<file path="src/rtl/rf_write_sched_if.sv">
// Write-port scheduler bundle: ALU and load-return request
// channels, ALU flush, RF write port and busy scoreboard.
//   master: request producer / RF consumer (drives requests)
//   slave : scheduler (drives rdy, we/wn/wd, busy)
interface rf_write_sched_if #(
    parameter int WIDTH = 32
);
    logic             alu_v;
    logic             alu_rdy;
    logic [4:0]       alu_rn;
    logic             alu_jal;
    logic [WIDTH-1:0] alu_d;
    logic             mem_v;
    logic             mem_rdy;
    logic [4:0]       mem_rn;
    logic [WIDTH-1:0] mem_d;
    logic             flush;
    logic             we;
    logic [4:0]       wn;
    logic [WIDTH-1:0] wd;
    logic [31:0]      busy;

    modport master (
        output alu_v, alu_rn, alu_jal, alu_d,
        output mem_v, mem_rn, mem_d, flush,
        input  alu_rdy, mem_rdy,
        input  we, wn, wd, busy
    );

    modport slave (
        input  alu_v, alu_rn, alu_jal, alu_d,
        input  mem_v, mem_rn, mem_d, flush,
        output alu_rdy, mem_rdy,
        output we, wn, wd, busy
    );
endinterface

</file>
<file path="src/rtl/rf_write_sched.sv">
// Register-file write-port scheduler: two request FIFOs
// (ALU/link, load return), arbitration onto one RF write port
// and a pending-write scoreboard for the hazard unit.
//   clk   : rising-edge clock
//   clrn  : asynchronous active-low reset
//   bus   : rf_write_sched_if.slave
//     alu_v/alu_rdy/alu_rn/alu_jal/alu_d : ALU request channel
//     mem_v/mem_rdy/mem_rn/mem_d         : load request channel
//     flush                              : drop ALU-side work
//     we/wn/wd                           : registered RF write
//     busy                               : pending-write bits
module rf_write_sched #(
    parameter int DEPTH = 2,
    parameter int WIDTH = 32
) (
    input logic             clk,
    input logic             clrn,
    rf_write_sched_if.slave bus
);
    localparam int AW = $clog2(DEPTH);
    localparam int CW = AW + 1;
    localparam logic [CW-1:0] FULL = CW'(DEPTH);

    // ALU FIFO
    logic [4:0]       a_rn [DEPTH];
    logic [WIDTH-1:0] a_d  [DEPTH];
    logic [AW-1:0]    a_rp;
    logic [AW-1:0]    a_wp;
    logic [CW-1:0]    a_cnt;

    // MEM FIFO
    logic [4:0]       m_rn [DEPTH];
    logic [WIDTH-1:0] m_d  [DEPTH];
    logic [AW-1:0]    m_rp;
    logic [AW-1:0]    m_wp;
    logic [CW-1:0]    m_cnt;

    // 0: ALU granted last, 1: MEM granted last
    logic last;

    logic             we_q;
    logic [4:0]       wn_q;
    logic [WIDTH-1:0] wd_q;

    logic             a_push;
    logic             m_push;
    logic             a_head_v;
    logic             m_head_v;
    logic [4:0]       a_head_rn;
    logic [4:0]       m_head_rn;
    logic             gnt_a;
    logic             gnt_m;
    logic             gnt;
    logic [4:0]       g_rn;
    logic [WIDTH-1:0] g_d;
    logic [31:0]      busy_c;
    logic [AW-1:0]    off;

    assign bus.alu_rdy = (a_cnt < FULL);
    assign bus.mem_rdy = (m_cnt < FULL);

    // A flushed cycle never stores the incoming ALU request.
    assign a_push = bus.alu_v & bus.alu_rdy & ~bus.flush;
    assign m_push = bus.mem_v & bus.mem_rdy;

    assign a_head_v  = (a_cnt != '0) & ~bus.flush;
    assign m_head_v  = (m_cnt != '0);
    assign a_head_rn = a_rn[a_rp];
    assign m_head_rn = m_rn[m_rp];

    // Same destination: the load is older, so it goes first.
    // Otherwise MEM wins only if ALU was granted last.
    assign gnt_m = m_head_v
                 & (~a_head_v
                    | (a_head_rn == m_head_rn)
                    | ~last);
    assign gnt_a = a_head_v & ~gnt_m;
    assign gnt   = gnt_a | gnt_m;
    assign g_rn  = gnt_m ? m_head_rn : a_head_rn;
    assign g_d   = gnt_m ? m_d[m_rp] : a_d[a_rp];

    always_ff @(posedge clk or negedge clrn) begin
        if (!clrn) begin
            a_rp  <= '0;
            a_wp  <= '0;
            a_cnt <= '0;
            for (int i = 0; i < DEPTH; i++) begin
                a_rn[i] <= '0;
                a_d[i]  <= '0;
            end
        end else if (bus.flush) begin
            a_rp  <= '0;
            a_wp  <= '0;
            a_cnt <= '0;
        end else begin
            if (a_push) begin
                a_rn[a_wp] <= bus.alu_rn | {5{bus.alu_jal}};
                a_d[a_wp]  <= bus.alu_d;
                a_wp       <= a_wp + 1'b1;
            end
            if (gnt_a) begin
                a_rp <= a_rp + 1'b1;
            end
            a_cnt <= a_cnt
                   + {{(CW-1){1'b0}}, a_push}
                   - {{(CW-1){1'b0}}, gnt_a};
        end
    end

    always_ff @(posedge clk or negedge clrn) begin
        if (!clrn) begin
            m_rp  <= '0;
            m_wp  <= '0;
            m_cnt <= '0;
            for (int i = 0; i < DEPTH; i++) begin
                m_rn[i] <= '0;
                m_d[i]  <= '0;
            end
        end else begin
            if (m_push) begin
                m_rn[m_wp] <= bus.mem_rn;
                m_d[m_wp]  <= bus.mem_d;
                m_wp       <= m_wp + 1'b1;
            end
            if (gnt_m) begin
                m_rp <= m_rp + 1'b1;
            end
            m_cnt <= m_cnt
                   + {{(CW-1){1'b0}}, m_push}
                   - {{(CW-1){1'b0}}, gnt_m};
        end
    end

    always_ff @(posedge clk or negedge clrn) begin
        if (!clrn) begin
            last <= 1'b0;
        end else if (gnt_a) begin
            last <= 1'b0;
        end else if (gnt_m) begin
            last <= 1'b1;
        end
    end

    // r0 grants still dequeue but never pulse we; wn
    // reports 0 and wd keeps its previous value.
    always_ff @(posedge clk or negedge clrn) begin
        if (!clrn) begin
            we_q <= 1'b0;
            wn_q <= '0;
            wd_q <= '0;
        end else begin
            we_q <= gnt & (g_rn != '0);
            if (gnt) begin
                wn_q <= g_rn;
                if (g_rn != '0) begin
                    wd_q <= g_d;
                end
            end
        end
    end

    assign bus.we = we_q;
    assign bus.wn = wn_q;
    assign bus.wd = wd_q;

    // A slot is live when its distance from the read
    // pointer is below the occupancy count.
    always_comb begin
        busy_c = '0;
        off    = '0;
        for (int i = 0; i < DEPTH; i++) begin
            off = AW'(i) - a_rp;
            if ({1'b0, off} < a_cnt) begin
                busy_c[a_rn[i]] = 1'b1;
            end
            off = AW'(i) - m_rp;
            if ({1'b0, off} < m_cnt) begin
                busy_c[m_rn[i]] = 1'b1;
            end
        end
        if (we_q) begin
            busy_c[wn_q] = 1'b1;
        end
        busy_c[0] = 1'b0;
    end

    assign bus.busy = busy_c;

endmodule

</file>
<file path="src/flat_wrapper.sv">
// flat-port wrapper written by rule: the top's interface ports become plain ports
module rf_write_sched_flat 
#(
    parameter int DEPTH = 2,
    parameter int WIDTH = 32
)
  (clk, clrn, bus_alu_v, bus_alu_rn, bus_alu_jal, bus_alu_d, bus_mem_v, bus_mem_rn, bus_mem_d, bus_flush, bus_alu_rdy, bus_mem_rdy, bus_we, bus_wn, bus_wd, bus_busy);
  rf_write_sched_if #(.WIDTH(WIDTH)) bus_i ();
  input logic clk;
  input logic clrn;
  input wire logic [$bits(bus_i.alu_v)-1:0] bus_alu_v;
  input wire logic [$bits(bus_i.alu_rn)-1:0] bus_alu_rn;
  input wire logic [$bits(bus_i.alu_jal)-1:0] bus_alu_jal;
  input wire logic [$bits(bus_i.alu_d)-1:0] bus_alu_d;
  input wire logic [$bits(bus_i.mem_v)-1:0] bus_mem_v;
  input wire logic [$bits(bus_i.mem_rn)-1:0] bus_mem_rn;
  input wire logic [$bits(bus_i.mem_d)-1:0] bus_mem_d;
  input wire logic [$bits(bus_i.flush)-1:0] bus_flush;
  output wire logic [$bits(bus_i.alu_rdy)-1:0] bus_alu_rdy;
  output wire logic [$bits(bus_i.mem_rdy)-1:0] bus_mem_rdy;
  output wire logic [$bits(bus_i.we)-1:0] bus_we;
  output wire logic [$bits(bus_i.wn)-1:0] bus_wn;
  output wire logic [$bits(bus_i.wd)-1:0] bus_wd;
  output wire logic [$bits(bus_i.busy)-1:0] bus_busy;
  assign bus_i.alu_v = bus_alu_v;
  assign bus_i.alu_rn = bus_alu_rn;
  assign bus_i.alu_jal = bus_alu_jal;
  assign bus_i.alu_d = bus_alu_d;
  assign bus_i.mem_v = bus_mem_v;
  assign bus_i.mem_rn = bus_mem_rn;
  assign bus_i.mem_d = bus_mem_d;
  assign bus_i.flush = bus_flush;
  assign bus_alu_rdy = bus_i.alu_rdy;
  assign bus_mem_rdy = bus_i.mem_rdy;
  assign bus_we = bus_i.we;
  assign bus_wn = bus_i.wn;
  assign bus_wd = bus_i.wd;
  assign bus_busy = bus_i.busy;
  rf_write_sched #(.DEPTH(DEPTH), .WIDTH(WIDTH)) u_core (.clk(clk), .clrn(clrn), .bus(bus_i));
endmodule
</file>
<file path="config.mk">
export PLATFORM = sky130hd
export DESIGN_NAME = rf_write_sched_flat
export DESIGN_NICKNAME = d
export VERILOG_FILES = /design/src/rtl/rf_write_sched_if.sv /design/src/rtl/rf_write_sched.sv /design/src/flat_wrapper.sv
export SDC_FILE = /design/constraint.sdc
export NUM_CORES = 1
export LEC_CHECK = 0
export BUFFER_PORTS_ARGS = -buffer_cell sky130_fd_sc_hd__clkbuf_2
export CAP_MARGIN = 20
export CORE_ASPECT_RATIO = 1.5
export CORE_UTILIZATION = 40
export CTS_BUF_LIST = sky130_fd_sc_hd__clkbuf_16
export DETAILED_ROUTE_END_ITERATION = 10
export GPL_ROUTABILITY_DRIVEN = 1
export SYNTH_ARGS = -nofsm -noshare
export SYNTH_HDL_FRONTEND = slang
export SYNTH_SLANG_ARGS = --single-unit
</file>
<file path="constraint.sdc">
create_clock -name clk -period 6.9 [get_ports clk]
set_input_delay 0.345 -clock clk [delete_from_list [all_inputs] [get_ports clk]]
set_output_delay 0.345 -clock clk [all_outputs]
set_load 0.1 [all_outputs]
</file>
==> run_results.csv <==
group,metric,value,unit
synth,syn_inst,860,
synth,synth_fp_nets,943,
grt,track_usage,22.7,%
sta,clock.fmax,0.293,GHz
cells_and_area,fin_util,46.6,%
sta,rsz0062_at_grt,"false",
detailed_routing,routed_wl,28500,um
critical_path,ff2ff_setup_slack,3740,ps
critical_path,r2r_start,"u_core.m_rp",
detailed_routing,post_drt_wl_per_cell,21.7,um
placement,place_worst_setup_slack,3760,ps
critical_path,crit_type,"reg -> out",
die,die_area,0.0260,mm^2
critical_path,cp-end-kind,"primary output",
die,coreArea,0.0250,mm^2
clock_network,clkLatencyLatePin,440,ps
synth,syn_area_per_cell,11.8,um^2
sta,maxSlewHeadroom,27.5,%
detailed_routing,vias_per_cell,5.69,
cells_and_area,insertedDiodeCount,0,
die,die_y,197,um
clock_network,clock_path_buffers,2,
critical_path,crit_slowest_cell,"buf_4",
grt,first_global_vias,7850,
critical_path,reg2reg_depth,9,
critical_path,cpMostUsedCell,"nand2_1",
detailed_routing,route.detailed.drc,0,
sta,fin_ws,3490,ps
sta,period_needed,3410,ps
placement,port_buffers,150,
sta,worst_pin_slew,1080,ps
cells_and_area,final_cell_mix,"dfrtp_1 (193), clkbuf_2 (149), mux2_2 (139)",
critical_path,critPathMaxFanout,34,
critical_path,crit_path_max_incr_delay,570,ps
cells_and_area,mostFrequentLayoutCell,"dfrtp_1",
grt,grt_first_pass_wirelength,44800,um
clock_network,cts-buffers-inserted,17,
synth,yosysWarnings,0,
critical_path,endpoint,"bus_busy[21]",
synth,synth_edf_count,0,
cells_and_area,drive_gt1_share,38.4,%
synth,yosys.cell_types.count,52,
placement,globalplace.congestion,0.961,
outcome,status,"completed",
cells_and_area,area.growth.synth_to_final,14.6,%
clock_network,clockRootBuffer,"clkbuf_16",
critical_path,cp_cell_sequence,"buf_4 -> nand2_1 -> nand2_1 -> nand2_1 -> nor2_1 -> inv_1 -> o221ai_1 -> clkbuf_2",
detailed_routing,dr.pass1.iters,5,
grt,overflow,0,
sta,period_share,49.4,%
die,die_width,132,um
sta,setup-violations-final,0,
synth,async_reset_ff_share,100,%
sta,whs,150,ps
sta,maxSlewViolCount,0,
placement,dp_hpwl,20200,um
detailed_routing,drt_iter0_markers,446,
cells_and_area,layout.nets,1054,
die,start_util,40.7,%
critical_path,start_kind,"flip-flop",
job,maxCapViolCount,0,
die,num_rows,71,
synth,netlist_area,0.0102,mm^2
clock_network,tritoncts,"yes",
grt,grt_antenna_before_repair,0,
detailed_routing,vias,7463,
detailed_routing,postRouteAntennaNets,0,
grt,grt_start_max_net_pins,92,
die,ios,152,
clock_network,clock-sinks,195,
synth,ys_seq_elements,195,
clock_network,path_clk_slew,70,ps
sta,hold_viol,0,
critical_path,r2r_end,"u_core.a_cnt[1]",
sta,finClkSkew,8.95,ps
critical_path,critPathRequiredTime,6550,ps
critical_path,crit_path_start,"u_core.a_rp",
clock_network,h-tree-depth,4,
synth,yosysSeqAreaShare,48.1,%
synth,ys.flop_type,"dfrtp_1",
sta,fin_setup_tns,0,ps
critical_path,cp.arrival,3060,ps
min_path,min_path_type,"in -> reg",
routing by layer:
metal / GRT usage (%) / wire [um] / vias to the layer above
met5: 0 / 0 / -
met4: 11.3 / 1120 / 0
met3: 3.77 / 1130 / 57
met2: 42.5 / 15300 / 212
met1: 24.5 / 10900 / 3767
li1: - / - / 3427
synthesized netlist by cell type, drive strengths merged (2+ instances only):
| library cell | count | area share (%) |
|---|---|---|
| dfrtp | 195 | 48 |
| mux2 | 140 | 16 |
| mux2i | 79 | 8.1 |
| nor2 | 65 | 2.4 |
| o221ai | 52 | 6.5 |
| clkbuf | 38 | 1.4 |
| nand4 | 34 | 2.1 |
| buf | 30 | 2.0 |
| nand2 | 25 | 0.92 |
| a21oi | 21 | 1.0 |
| nand3 | 16 | 0.79 |
| nand3b | 16 | 1.2 |
| and3 | 14 | 0.86 |
| inv | 14 | 0.52 |
| o22ai | 14 | 0.86 |
| a22oi | 11 | 0.81 |
| nor3 | 10 | 0.49 |
| nor3b | 9 | 0.71 |
| nor2b | 8 | 0.49 |
| o21ai | 8 | 0.39 |
| a221oi | 7 | 0.60 |
| xnor2 | 6 | 0.52 |
| or3 | 5 | 0.31 |
| xor2 | 5 | 0.43 |
| a221o | 4 | 0.39 |
| nand2b | 4 | 0.25 |
| or2 | 4 | 0.25 |
| or3b | 4 | 0.35 |
| and2 | 3 | 0.18 |
| ha | 3 | 0.37 |
| o211ai | 3 | 0.22 |
| a21o | 2 | 0.15 |
| nor4 | 2 | 0.12 |
sequential cells by signal, indices dropped and copies added (netlist names):
| register | count |
|---|---|
| u_core.m_d | 64 |
| u_core.a_wp | 1 |
| u_core.a_rn | 10 |
| u_core.last | 1 |
| u_core.a_d | 64 |
| u_core.bus.wd | 32 |
| u_core.bus.wn | 5 |
| u_core.m_wp | 1 |
| u_core.m_cnt | 2 |
| u_core.a_rp | 1 |
| u_core.a_cnt | 2 |
| u_core.m_rn | 10 |
| u_core.m_rp | 1 |
| u_core.bus.we | 1 |
through the flow:
step | std cells | area, um^2
global route | 1312 | 11600
finish | 1312 | 11600
global placement | 1278 | 11100
CTS | 1311 | 11600
floorplan | 860 | 10200
detailed placement | 1278 | 11100
worst max-delay path: cells and delay by family, from the launching register on:
family | cells | cell delay, ps
buffers and inverters | 3 | 1250
AOI/OAI and AO/OA | 1 | 240
DFF | 1 | 480
and+or+nand+nor | 4 | 650
repair_timing:
action	in CTS	in global routing
hold buffers	1	0
resized for setup	0	0
endpoints found under the hold margin	29	0
setup buffers	0	0
worst min path at each step:
stage	from	to	slack (ps)	depth (start not counted)
3_5_place_dp	clrn	u_core.a_d[9]	460	1
3_3_place_gp	clrn	u_core.a_d[5]	460	1
6_report	bus_alu_d[9]	u_core.a_d[41]	150	2
4_1_cts	bus_alu_d[9]	u_core.a_d[41]	130	2
5_1_grt	bus_alu_d[9]	u_core.a_d[9]	140	2
2_1_floorplan	clrn	u_core.a_cnt[0]	50	0
cell families after synthesis:
| group | share of synthesized area, % |
|---|---|
| fa+ha+maj | 0.370 |
| xor+xnor | 0.949 |
| buf+inv | 3.94 |
| mux | 23.6 |
| flops | 48.1 |
| simple gates | 11.5 |
| other cells | 0.0369 |
| compound gates | 11.5 |
area by class of cell:
type,instances,area [um^2]
clock inverters,15,116
inverters,14,52.6
well taps,328,410
multi-input cells,583,4900
clock buffers,17,425
repair buffers,160,850
flip-flops and latches,195,4880
fillers,2352,13300
Power is not shown: default switching activity piles up to over one toggle a cycle in this logic, so the estimate is an artifact.
